==> config.mk <==
export PLATFORM = sky130hd
export DESIGN_NAME = mem_arbiter
export DESIGN_NICKNAME = d
export VERILOG_FILES = /design/src/rtl/mem_arbiter.sv
export SDC_FILE = /design/constraint.sdc
export NUM_CORES = 1
export LEC_CHECK = 0
export ABC_AREA = 1
export ABC_CLOCK_PERIOD_IN_PS = 4400
export CAP_MARGIN = 20
export CORE_ASPECT_RATIO = 0.9
export CORE_MARGIN = 5
export CORE_UTILIZATION = 47
export DETAILED_ROUTE_END_ITERATION = 10
export PLACE_DENSITY = 0.9
export SLEW_MARGIN = 20
export SYNTH_ARGS = -nofsm -noshare
export SYNTH_HDL_FRONTEND = slang
export SYNTH_SLANG_ARGS = --single-unit
export TNS_END_PERCENT = 1
==> constraint.sdc <==
create_clock -name clk -period 4.4 [get_ports clk]
set_clock_uncertainty 0.05 [all_clocks]
set_input_delay 1.1 -clock clk [delete_from_list [all_inputs] [get_ports clk]]
set_output_delay 1.1 -clock clk [all_outputs]
set_load 0.05 [all_outputs]
==> src/rtl/mem_arbiter.sv <==
// mem_arbiter: two-requester, round-robin arbiter in front of a single-port
// synchronous-read memory. One transaction takes four cycles:
//   S_IDLE -> S_ACCESS -> S_WAIT -> S_DONE -> S_IDLE
// The winner's command is presented to memory in S_ACCESS. Read data is
// captured on the S_WAIT -> S_DONE edge. The winner's ready pulses in S_DONE.
//
// Ports
//   clk, reset            sole clock, synchronous active-high reset
//   m0_cmd/addr/wdata     requester 0 (cpu) request, one-hot cmd
//                         (001 none, 010 read, 100 write)
//   m0_rdata/m0_ready     requester 0 registered read data / completion pulse
//   m1_*                  requester 1 (loader/debug), same as m0_*
//   mem_cmd/addr/wdata    memory request
//   mem_rdata             memory read data, valid the cycle after a read
//   grant                 one-hot owner (bit0 = requester 0), 00 when idle
//   err_cmd               sticky illegal-command flag, cleared by reset only
module mem_arbiter #(
  parameter int AW = 9,
  parameter int DW = 16
) (
  input  logic          clk,
  input  logic          reset,
  input  logic [2:0]    m0_cmd,
  input  logic [AW-1:0] m0_addr,
  input  logic [DW-1:0] m0_wdata,
  output logic [DW-1:0] m0_rdata,
  output logic          m0_ready,
  input  logic [2:0]    m1_cmd,
  input  logic [AW-1:0] m1_addr,
  input  logic [DW-1:0] m1_wdata,
  output logic [DW-1:0] m1_rdata,
  output logic          m1_ready,
  output logic [2:0]    mem_cmd,
  output logic [AW-1:0] mem_addr,
  output logic [DW-1:0] mem_wdata,
  input  logic [DW-1:0] mem_rdata,
  output logic [1:0]    grant,
  output logic          err_cmd
);

  localparam logic [2:0] MNONE  = 3'b001;
  localparam logic [2:0] MREAD  = 3'b010;
  localparam logic [2:0] MWRITE = 3'b100;

  typedef enum logic [1:0] {
    S_IDLE   = 2'd0,
    S_ACCESS = 2'd1,
    S_WAIT   = 2'd2,
    S_DONE   = 2'd3
  } state_t;

  state_t        r_state;
  logic          r_ptr;     // requester favoured when both request
  logic          r_id;      // latched winner
  logic [2:0]    r_cmd;
  logic [AW-1:0] r_addr;
  logic [DW-1:0] r_wdata;
  logic [1:0]    r_grant;
  logic          r_err;
  logic [DW-1:0] r_m0_rdata;
  logic [DW-1:0] r_m1_rdata;
  logic          r_m0_ready;
  logic          r_m1_ready;

  logic          w_v0;
  logic          w_v1;
  logic          w_bad0;
  logic          w_bad1;
  logic          w_win;
  logic [2:0]    w_sel_cmd;
  logic [AW-1:0] w_sel_addr;
  logic [DW-1:0] w_sel_wdata;

  // Only an exact read or write is a request. Anything outside the three
  // legal one-hot codes is flagged as an error, but it is never granted.
  assign w_v0   = (m0_cmd == MREAD) || (m0_cmd == MWRITE);
  assign w_v1   = (m1_cmd == MREAD) || (m1_cmd == MWRITE);
  assign w_bad0 = !(w_v0 || (m0_cmd == MNONE));
  assign w_bad1 = !(w_v1 || (m1_cmd == MNONE));

  // A lone requester wins. When both request, the priority pointer decides.
  always_comb begin
    w_win = 1'b0;
    if (w_v0 && w_v1) begin
      w_win = r_ptr;
    end else if (w_v1) begin
      w_win = 1'b1;
    end
  end

  assign w_sel_cmd   = w_win ? m1_cmd   : m0_cmd;
  assign w_sel_addr  = w_win ? m1_addr  : m0_addr;
  assign w_sel_wdata = w_win ? m1_wdata : m0_wdata;

  always_ff @(posedge clk) begin
    if (reset) begin
      r_state    <= S_IDLE;
      r_ptr      <= 1'b0;
      r_id       <= 1'b0;
      r_cmd      <= '0;
      r_addr     <= '0;
      r_wdata    <= '0;
      r_grant    <= '0;
      r_err      <= 1'b0;
      r_m0_rdata <= '0;
      r_m1_rdata <= '0;
      r_m0_ready <= 1'b0;
      r_m1_ready <= 1'b0;
    end else begin
      case (r_state)
        S_IDLE: begin
          if (w_bad0 || w_bad1) begin
            r_err <= 1'b1;
          end
          if (w_v0 || w_v1) begin
            r_state <= S_ACCESS;
            r_id    <= w_win;
            r_cmd   <= w_sel_cmd;
            r_addr  <= w_sel_addr;
            r_wdata <= w_sel_wdata;
            r_grant <= w_win ? 2'b10 : 2'b01;
            r_ptr   <= ~w_win;
          end
        end
        S_ACCESS: begin
          r_state <= S_WAIT;
        end
        S_WAIT: begin
          // Memory read data is valid now, one cycle after the read command.
          r_state <= S_DONE;
          if (r_id) begin
            r_m1_ready <= 1'b1;
            if (r_cmd == MREAD) begin
              r_m1_rdata <= mem_rdata;
            end
          end else begin
            r_m0_ready <= 1'b1;
            if (r_cmd == MREAD) begin
              r_m0_rdata <= mem_rdata;
            end
          end
        end
        S_DONE: begin
          r_state    <= S_IDLE;
          r_m0_ready <= 1'b0;
          r_m1_ready <= 1'b0;
          r_grant    <= '0;
        end
        default: begin
          r_state <= S_IDLE;
        end
      endcase
    end
  end

  // mem_cmd depends on reset directly. Without that, a reset that lands in
  // S_ACCESS would still commit a write at the reset edge.
  assign mem_cmd   = (reset || (r_state != S_ACCESS)) ? MNONE : r_cmd;
  assign mem_addr  = (r_state == S_IDLE)   ? '0 : r_addr;
  assign mem_wdata = (r_state == S_ACCESS) ? r_wdata : '0;

  assign grant     = r_grant;
  assign err_cmd   = r_err;
  assign m0_rdata  = r_m0_rdata;
  assign m1_rdata  = r_m1_rdata;
  assign m0_ready  = r_m0_ready;
  assign m1_ready  = r_m1_ready;

endmodule
Yosys cells after proc, flatten, opt, wreduce, memory -nomap -nowiden:

Index checks and enable logic that the tools add are counted.

* register bits: 69
* output and inout port bits: 65
* logic and storage cells: 65

* equal/unequal tests: 14
* mux-type cells: 17
* bitwise logic cells: 2
* reduce and logical (&&, ||, !) cells: 20

Operators with widths (number)
* 16-bit two-way mux: 2
* 9-bit two-way mux: 2
* 2-bit AND reduction: 5
* 3-bit by 2-bit == test with 1-bit output, second input constant: 3
* 2-bit one-hot mux with 4 select lines: 1
* 1-bit logical OR: 7
* 3-bit by 1-bit == test with 1-bit output, second input constant: 2
* 3-bit == test, second input constant: 2
* 2-bit two-way mux: 3
* 3-bit two-way mux: 2
* 2-bit != test, second input constant: 3
* 3-bit AND reduction: 2
* 2-bit == test, second input constant: 2
* 1-bit two-way mux: 4
* 1-bit one-hot mux with 2 select lines: 2
* 2-bit one-hot mux with 2 select lines: 1
* 2-bit nonzero test: 2
* 2-bit by 1-bit == test with 1-bit output, second input constant: 1
* 1-bit zero test: 2
* 2-bit zero test: 1
* 2-bit by 1-bit != test with 1-bit output, second input constant: 1
* 1-bit inverter: 2
* 1-bit logical AND: 1

Longest topological paths before layout:

Gate-level depths: netlist (run 1).

* depth after elaboration: 7
* gate-level depth with buffers: 10

Worst setup path before layout (run 1):

No wires, ideal clock.

* kind: input to output
* from: input reset
* to: output mem_cmd[1]
* arrival time: 2.274 ns
* setup slack: 0.976 ns
* stages on the path: 5
* path buffers: 2
* cells stage by stage: clkbuf_1 > inv_1 > clkbuf_1 > nand2_1 > nor2_1

* longest elaborated chain between the ends: 2

RTL lines
* start: declaration: RTL line 22 `input logic reset,`
* 1-bit logical OR: RTL line 158 `assign mem_cmd = (reset || (r_state != S_ACCESS)) ? MNONE : r_cmd;`
* 3-bit two-way mux: RTL line 158
* end: declaration: RTL line 33 `output logic [2:0] mem_cmd,`

No other way between the ends.

Worst setup path in the final report (run 1):

* from: register r_state[1]
* to: output mem_wdata[10]

* longest elaborated chain between the ends: 2

RTL lines
* start: declaration: RTL line 52 `state_t r_state;`
* start signal: assignment: RTL line 97 `r_state <= S_IDLE;`
* start signal: assignment: RTL line 116 `r_state <= S_ACCESS;`
* start signal: assignment: RTL line 126 `r_state <= S_WAIT;`
* 2-bit by 1-bit == test with 1-bit output: RTL line 160 `assign mem_wdata = (r_state == S_ACCESS) ? r_wdata : '0;`
* 16-bit two-way mux: RTL line 160
* end: declaration: RTL line 35 `output logic [DW-1:0] mem_wdata,`

No other way between the ends.

==> metrics.cfg, run 1 <==
[worst_setup_path]
setup.worst_path.start_class=register
cp-end-kind=output pin
crit_path_max_incr_delay_ns=0.80
required_ns=3.25
crit_type=register to output pin
worst_path_max_delay_cell=clkdlybuf4s50_1
cp_max_fo=18
worstPathCellList=inv_1 > ha_1 > nand2_1 > inv_1 > clkdlybuf4s50_1
cpMostUsedCell=inv_1
cp_data_arrival_time_ns=2.47

[yosys]
yosysWarnings=0
avgSynthCellArea_um2=6.88
synth_seq_cells=69
syn_inst=500
syn_area_um2=3440
synth_seq_area_share=0.402
ys_types=24
synth_nets=578

[grt]
grt_max_degree=33
grt_use_total=0.211
busiest_layer=met2
grt_pass1_wl_um=15900
met1_usage=0.250
grt_pass1_vias=3504
use_met2=0.359
antenna_found_initial=0
gr-usage-met3=0.0598
grt-ovfl-total=0

[finish]
drive_above_1_share=0.0987
final_nets=701
layout.cells.most_common_list=135 x clkdlybuf4s50_1, 110 x inv_1, 69 x dfxtp_1
n_fill_cell=544
diodes=0
final_common_cell=clkdlybuf4s50_1
finalNonFillerCells=721
areaGrowthSynthToFinish_pct=48.2
post-route-util=0.720

[timing]
worstMarginPinSlew_ns=1.01
setup_viol=0
hold_violations=0
fin_crit_ns=3.62
max_freq_ghz=0.276
slew_headroom=0.323
fin_crit_sh=0.824
maxSlewViolCount=0
rsz0062_at_grt=no
timing.setup.tns_ns=0

[cts]
htree_levels=3
clockRootBuffer=clkbuf_8
cts.hold.buffers_added=0
clock_path_buffers=2
postCtsSetupBuffers=0
cts.sinks=69
clk_pin_slew_worst_paths_ns=0.08
cts-resized-gates=0
clk_latency_ns=0.33
cts_tree=done
numCtsBuffers=9

[flow_run]
maxCapViolCount=0

[route]
drt-initial-drc-count=143
drt_wl_total_um=9620
drtPass1Iterations=5
vias_per_cell=4.92
vias=3547
drtAntennaViolNets=0
wl_per_cell_um=13.3
drc=0

[floorplanning]
core_um2=7080
start_util=0.486
fp-row-count=29
fp.dieH_um=91.2
die-area_um2=9130
die-width_um=100
ios=139

[placed_design]
gp_congestion=0.828
dpl.hpwl_um=7200
port_buffers=138
place_inst=705

[power_and_ir_drop]
ir_worst_vdd_mv=0.215
power.density_nw_per_um2=444
p_leak_nw=2.22

[status]
status=completed

[hold_path]
min_path_type=register to register

## per-stage QoR
step / worst slack, ns / hold WS [ns] / power [mW] / instance area (um^2)
CTS: 0.787 / 0.401 / 2.27 / 5100
global route: 0.666 / 0.420 / 2.39 / 5100
floorplan: 0.976 / 0.388 / 1.35 / 3440
finish: 0.776 / 0.396 / 2.26 / 5100
global placement: 0.838 / 0.382 / 1.59 / 4840
detailed placement: 0.817 / 0.388 / 1.62 / 4840
## flip-flops by register name, indices dropped and copies added (netlist names), 2 cells and up
signal    cells
m1_rdata     16
r_cmd         3
r_addr        9
r_wdata      16
grant         2
m0_rdata     16
r_state       2
## final cells by class
type,count,area (um^2),area share
clock buffers,9,124,0.0243
clock inverters,7,128,0.0250
inverters,112,425,0.0835
multi-input cells,290,1490,0.292
flip-flops and latches,69,1380,0.271
well taps,93,116,0.0228
repair buffers,141,1430,0.281
## critical path, delay by kind of cell, from the launching register on
kind / cells / cell delay, ns
AND/OR/NAND/NOR: 1 / 0.15
flip-flops: 1 / 0.34
adder cells (fa/ha/maj): 1 / 0.64
buffers and inverters: 3 / 1.00
## synth_stat cells
cell	number	area, um^2
inv_1	110	413
dfxtp_1	69	1380
nand2_1	68	255
nand3_1	52	260
nor2_1	49	184
a21oi_1	40	200
o21ai_0	36	180
clkbuf_1	15	56.3
nand2_2	12	75.1
a21oi_2	11	96.3
nand3_2	11	110
buf_2	8	40.0
ha_1	4	50.1
buf_4	3	22.5
buf_6	2	22.5
o21ai_1	2	10.0
buf_1	1	3.75
clkinv_4	1	8.76
inv_2	1	3.75
nand2_4	1	11.3
nand3_4	1	17.5
nand4_4	1	21.3
nor3_1	1	5.00
o221a_2	1	11.3
## final timing paths
path	depth (start not counted)	to	startpoint	slack (ns)
min	2	m1_rdata[15]	m1_rdata[15]	0.40
min reg2reg	2	m1_rdata[15]	m1_rdata[15]	0.40
max reg2reg	6	r_ptr	r_state[0]	2.12
max	5	mem_wdata[10]	r_state[1]	0.78
## logic make-up (layout without fill, tap and decap cells)
group | after synthesis | in the layout | share of synthesized area
AOI/OAI and AO/OA | 90 | 90 | 0.145
and+or+nand+nor | 196 | 196 | 0.273
adders and majority gates | 4 | 4 | 0.0146
DFF | 69 | 69 | 0.402
buffers and inverters | 141 | 269 | 0.166
## routing by layer
layer | wire length, um | share of wire | vias to the layer above
met5 | 0 | 0 | -
met4 | 212 | 0.022 | 0
met3 | 718 | 0.075 | 16
met2 | 4770 | 0.50 | 138
met1 | 3920 | 0.41 | 1614
li1 | - | - | 1779
## report_power, final
group / total, mW / internal [mW] / switching, mW
combinational: 0.840 / 0.291 / 0.548
sequential: 0.772 / 0.717 / 0.0544
clock: 0.650 / 0.387 / 0.263
total: 2.26 / 1.40 / 0.866
(Power assumes the default switching activity.)
==> run 2, diff against run 1 <==
--- a/config.mk
+++ b/config.mk
@@ -6,13 +6,13 @@
 export NUM_CORES = 1
 export LEC_CHECK = 0
 export ABC_AREA = 1
-export ABC_CLOCK_PERIOD_IN_PS = 4400
+export ABC_CLOCK_PERIOD_IN_PS = 3350
 export CAP_MARGIN = 20
 export CORE_ASPECT_RATIO = 0.9
 export CORE_MARGIN = 5
-export CORE_UTILIZATION = 47
+export CORE_UTILIZATION = 43
 export DETAILED_ROUTE_END_ITERATION = 10
-export PLACE_DENSITY = 0.9
+export PLACE_DENSITY = 0.84
 export SLEW_MARGIN = 20
 export SYNTH_ARGS = -nofsm -noshare
 export SYNTH_HDL_FRONTEND = slang
==> constraint.sdc (replaced) <==
create_clock -name clk -period 3.35 [get_ports clk]
set_clock_uncertainty 0.05 [all_clocks]
set_input_delay 0.8375 -clock clk [delete_from_list [all_inputs] [get_ports clk]]
set_output_delay 0.8375 -clock clk [all_outputs]
set_load 0.05 [all_outputs]
==> run 2 against run 1 <==
Effect of this change: core utilization decreased by 7.6 points; die area increased by 8.3%; power increased by 29%; design area about the same; global-route usage decreased by 1.7 points; sequential power increased by 31%; sequential share of layout area about the same; setup slack got worse by 0.53 ns; hold slack improved by 0.0017 ns; register-to-register slack got worse by 0.95 ns; cell count increased by 1.2%; critical path depth decreased by 1; critical path type unchanged; largest power group unchanged.
==> metrics.cfg, run 2 (same netlist as run 1, synthesis figures left out) <==
[cts]
clk_latency_ns=0.33
cts-resized-gates=0
cts_tree=done
cts.hold.buffers_added=0
postCtsSetupBuffers=0
clock_path_buffers=2
clockRootBuffer=clkbuf_8
cts.sinks=69
numCtsBuffers=9
clk_pin_slew_worst_paths_ns=0.08
htree_levels=3

[timing]
setup_viol=0
rsz0062_at_grt=no
maxSlewViolCount=0
fin_crit_sh=0.926
max_freq_ghz=0.322
timing.setup.tns_ns=0
fin_crit_ns=3.10
hold-worst-slack_ns=0.398
hold_violations=0
slew_headroom=0.312
worstMarginPinSlew_ns=1.03

[hold_path]
min_path_type=register to register

[grt]
antenna_found_initial=0
grt_pass1_wl_um=15900
grt-ovfl-total=0
grt_pass1_vias=3423
grt_max_degree=33
grt_use_total=0.194

[worst_setup_path]
required_ns=2.46
cp_data_arrival_time_ns=2.21
crit_type=register to output pin
cp-end-kind=output pin
setup.worst_path.start_class=register
cp_max_fo=14

[finish]
drive_above_1_share=0.103
final_area_um2=5100
final_common_cell=clkdlybuf4s50_1
diodes=0
finalNonFillerCells=730
layout.cells.most_common_list=135 x clkdlybuf4s50_1, 110 x inv_1, 69 x dfxtp_1
areaGrowthSynthToFinish_pct=48.2
final_nets=704

[floorplanning]
start_util=0.435
ios=139
die-area_um2=9890
fp.dieH_um=94.8
die-width_um=104
core_um2=7910
fp-row-count=31

[placed_design]
dpl.hpwl_um=7210
place_inst=714
gp_congestion=0.863
port_buffers=138
dpl_cell_area_um2=4870

[power_and_ir_drop]
power.density_nw_per_um2=573
p_leak_nw=2.22
ir_worst_vdd_mv=0.287

[status]
status=completed

[route]
drtPass1Iterations=4
drt-initial-drc-count=137
drc=0
drtAntennaViolNets=0
drt_wl_total_um=9510
wl_per_cell_um=13.0
vias=3522
vias_per_cell=4.82

[flow_run]
maxCapViolCount=0

-- run 2: changes by cell type in the layout (fill, tap and decap cells not counted) --
cell        previous run  this run
buf_4                  3         7
a21oi_2               11        10
a21oi_4                0         1
buf_12                 3         2
bufinv_16              3         2
clkinvlp_4             0         1
-- run 2: area by class of cell --
type,instances,area [um^2]
fillers,701,2810
multi-input cells,290,1500
repair buffers,144,1440
flip-flops and latches,69,1380
inverters,112,425
clock buffers,9,124
well taps,99,124
clock inverters,7,105
-- run 2: worst max-delay path, stage by stage (launching register included) --
cell,delay (ns)
dfxtp_1,0.39
inv_1,0.08
ha_1,0.38
nor2_1,0.20
clkdlybuf4s50_1,0.83
-- run 2: final timing paths --
path	from	to	slack [ns]	depth (start not counted)
setup / recovery	r_state[0]	mem_addr[6]	0.25	4
hold / removal	m1_rdata[15]	m1_rdata[15]	0.40	2
setup reg to reg	r_state[0]	m0_rdata[11]	1.17	8
hold reg to reg	m1_rdata[15]	m1_rdata[15]	0.40	2
-- run 2: stage by stage --
step	util	worst slack [ns]	power, mW
after floorplan	-	0.451	1.77
after global placement	0.615	0.586	2.13
after detailed placement	0.615	0.516	2.16
after CTS	0.644	0.214	2.94
after global routing	0.644	0.115	3.09
final	0.644	0.248	2.92
-- run 2: power by group --
| part | leakage [nW] | switching [mW] | internal, mW | total (mW) |
|---|---|---|---|---|
| clock network | 0.113 | 0.347 | 0.432 | 0.780 |
| registers | 0.562 | 0.0714 | 0.942 | 1.01 |
| logic | 1.55 | 0.721 | 0.407 | 1.13 |
-- run 2: metal layers --
metal  global-route usage  part of all wire  vias to the layer above
met5                    0                 0                        -
met4               0.0615             0.012                        0
met3               0.0608             0.087                       12
met2                0.332              0.48                      150
met1                0.233              0.42                     1580
li1                     -                 -                     1780
==> run 3, diff against run 2 <==
--- a/config.mk
+++ b/config.mk
@@ -8,7 +8,7 @@
 export ABC_AREA = 1
 export ABC_CLOCK_PERIOD_IN_PS = 3350
 export CAP_MARGIN = 20
-export CORE_ASPECT_RATIO = 0.9
+export CORE_ASPECT_RATIO = 1.75
 export CORE_MARGIN = 5
 export CORE_UTILIZATION = 43
 export DETAILED_ROUTE_END_ITERATION = 10
==> run 3 against run 2 <==
Effect of this change: non-clock buffer count is 2 higher; wire length shrank 0.43%; sequential power barely moved; register-to-register slack hardly changed; setup slack better by 0.016 ns; power increased by 7.7%; fmax is 0.53% higher; hold slack worse by 0.0066 ns; critical path type unchanged; largest cell class unchanged.
==> metrics.cfg, run 3 (same netlist as run 1, synthesis figures left out) <==
[cts]
cts.hold.buffers_added=0
numCtsBuffers=9
cts_tree=done
postCtsSetupBuffers=0
cts-resized-gates=0
clockRootBuffer=clkbuf_16
clk_latency_ns=0.33
htree_levels=3
clk_pin_slew_worst_paths_ns=0.05
clock_path_buffers=2
cts.sinks=69

[timing]
maxSlewViolCount=0
setup_slack_ns=0.264
setup_viol=0
hold-worst-slack_ns=0.392
fin_crit_sh=0.921
hold_violations=0
fin_crit_ns=3.09
slew_headroom=0.342
timing.setup.tns_ns=0
max_freq_ghz=0.324
rsz0062_at_grt=no
worstMarginPinSlew_ns=0.985

[hold_path]
min_path_type=register to register
min-delay-start=m1_rdata[14]

[floorplanning]
start_util=0.438
fp-row-count=43
core_um2=7860
die-area_um2=9960
die-width_um=77.6
ios=139
fp.dieH_um=128

[route]
drt_wl_total_um=9470
vias_per_cell=4.84
wl_per_cell_um=13.1
vias=3501
drc=0
drtPass1Iterations=4
drt-initial-drc-count=155
drtAntennaViolNets=0

[worst_setup_path]
cp_data_arrival_time_ns=2.20
cp-end-kind=output pin
setup.worst_path.start_class=register
crit_path_max_incr_delay_ns=0.82
worst_path_max_delay_cell=clkdlybuf4s50_1
r2r_slack_ns=1.17
cp_max_fo=14
reg2reg_from=r_state[0]
worstPathCellList=inv_1 > ha_1 > nor2_1 > clkdlybuf4s50_1
crit_type=register to output pin
required_ns=2.46
startpoint=r_state[0]

[finish]
areaGrowthSynthToFinish_pct=51.3
final_nets=706
final_common_cell=clkdlybuf4s50_1
finalNonFillerCells=723
regArea_um2=1380
drive_above_1_share=0.106
multi_input_area_um2=1490
n_fill_cell=665
diodes=0
layout.cells.most_common_list=135 x clkdlybuf4s50_1, 110 x inv_1, 69 x dfxtp_1

[placed_design]
place_inst=707
dpl.hpwl_um=7320
port_buffers=138
gp_congestion=0.847
place_ws_ns=0.571

[grt]
grt_pass1_wl_um=15700
grt-ovfl-total=0
gr-usage-met3=0.0534
grt_pass1_vias=3541
antenna_found_initial=0
use_met2=0.356
grt_use_total=0.193
met1_usage=0.192
busiest_layer=met2
grt_max_degree=38

[power_and_ir_drop]
p_leak_nw=2.28
ir_worst_vdd_mv=0.352
power.density_nw_per_um2=605
p_total_mw=3.15

[flow_run]
maxCapViolCount=0

[status]
status=completed

run 3: final cells by class:
cell class                 instances  area share
tap                               90      0.0216
timing repair buffer             146       0.283
clock inverter                     6      0.0166
sequential                        69       0.265
clock buffer                      10      0.0459
inverter                         112      0.0818
multi-input combinational        290       0.286
run 3: where the power goes:
part	switching, mW	internal, mW
clock	0.348	0.670
sequential	0.0692	0.944
combinational	0.717	0.399
total	1.13	2.01
run 3: routing by layer:
metal / vias up / part of all wire
li1: 1790 / -
met1: 1551 / 0.36
met2: 137 / 0.54
met3: 23 / 0.077
met4: 0 / 0.026
met5: - / 0
run 3: worst max-delay path: cells and delay by family (launching register included):
family        cells  cell delay [ns]
fa+ha+maj         1             0.40
buf+inv           2             0.90
flops             1             0.38
simple gates      1             0.18
run 3: per-stage QoR:
stage          area, um^2   util
2_1_floorplan        3440      -
3_3_place_gp         4880  0.621
3_5_place_dp         4880  0.621
4_1_cts              5200  0.662
5_1_grt              5200  0.662
6_report             5200  0.662
run 3: worst paths after layout:
| kind | to | cells after the start |
|---|---|---|
| worst max register to register | m1_rdata[3] | 7 |
| worst min register to register | m1_rdata[14] | 2 |
| worst max-delay path | mem_addr[8] | 4 |
| worst min-delay path | m1_rdata[14] | 2 |
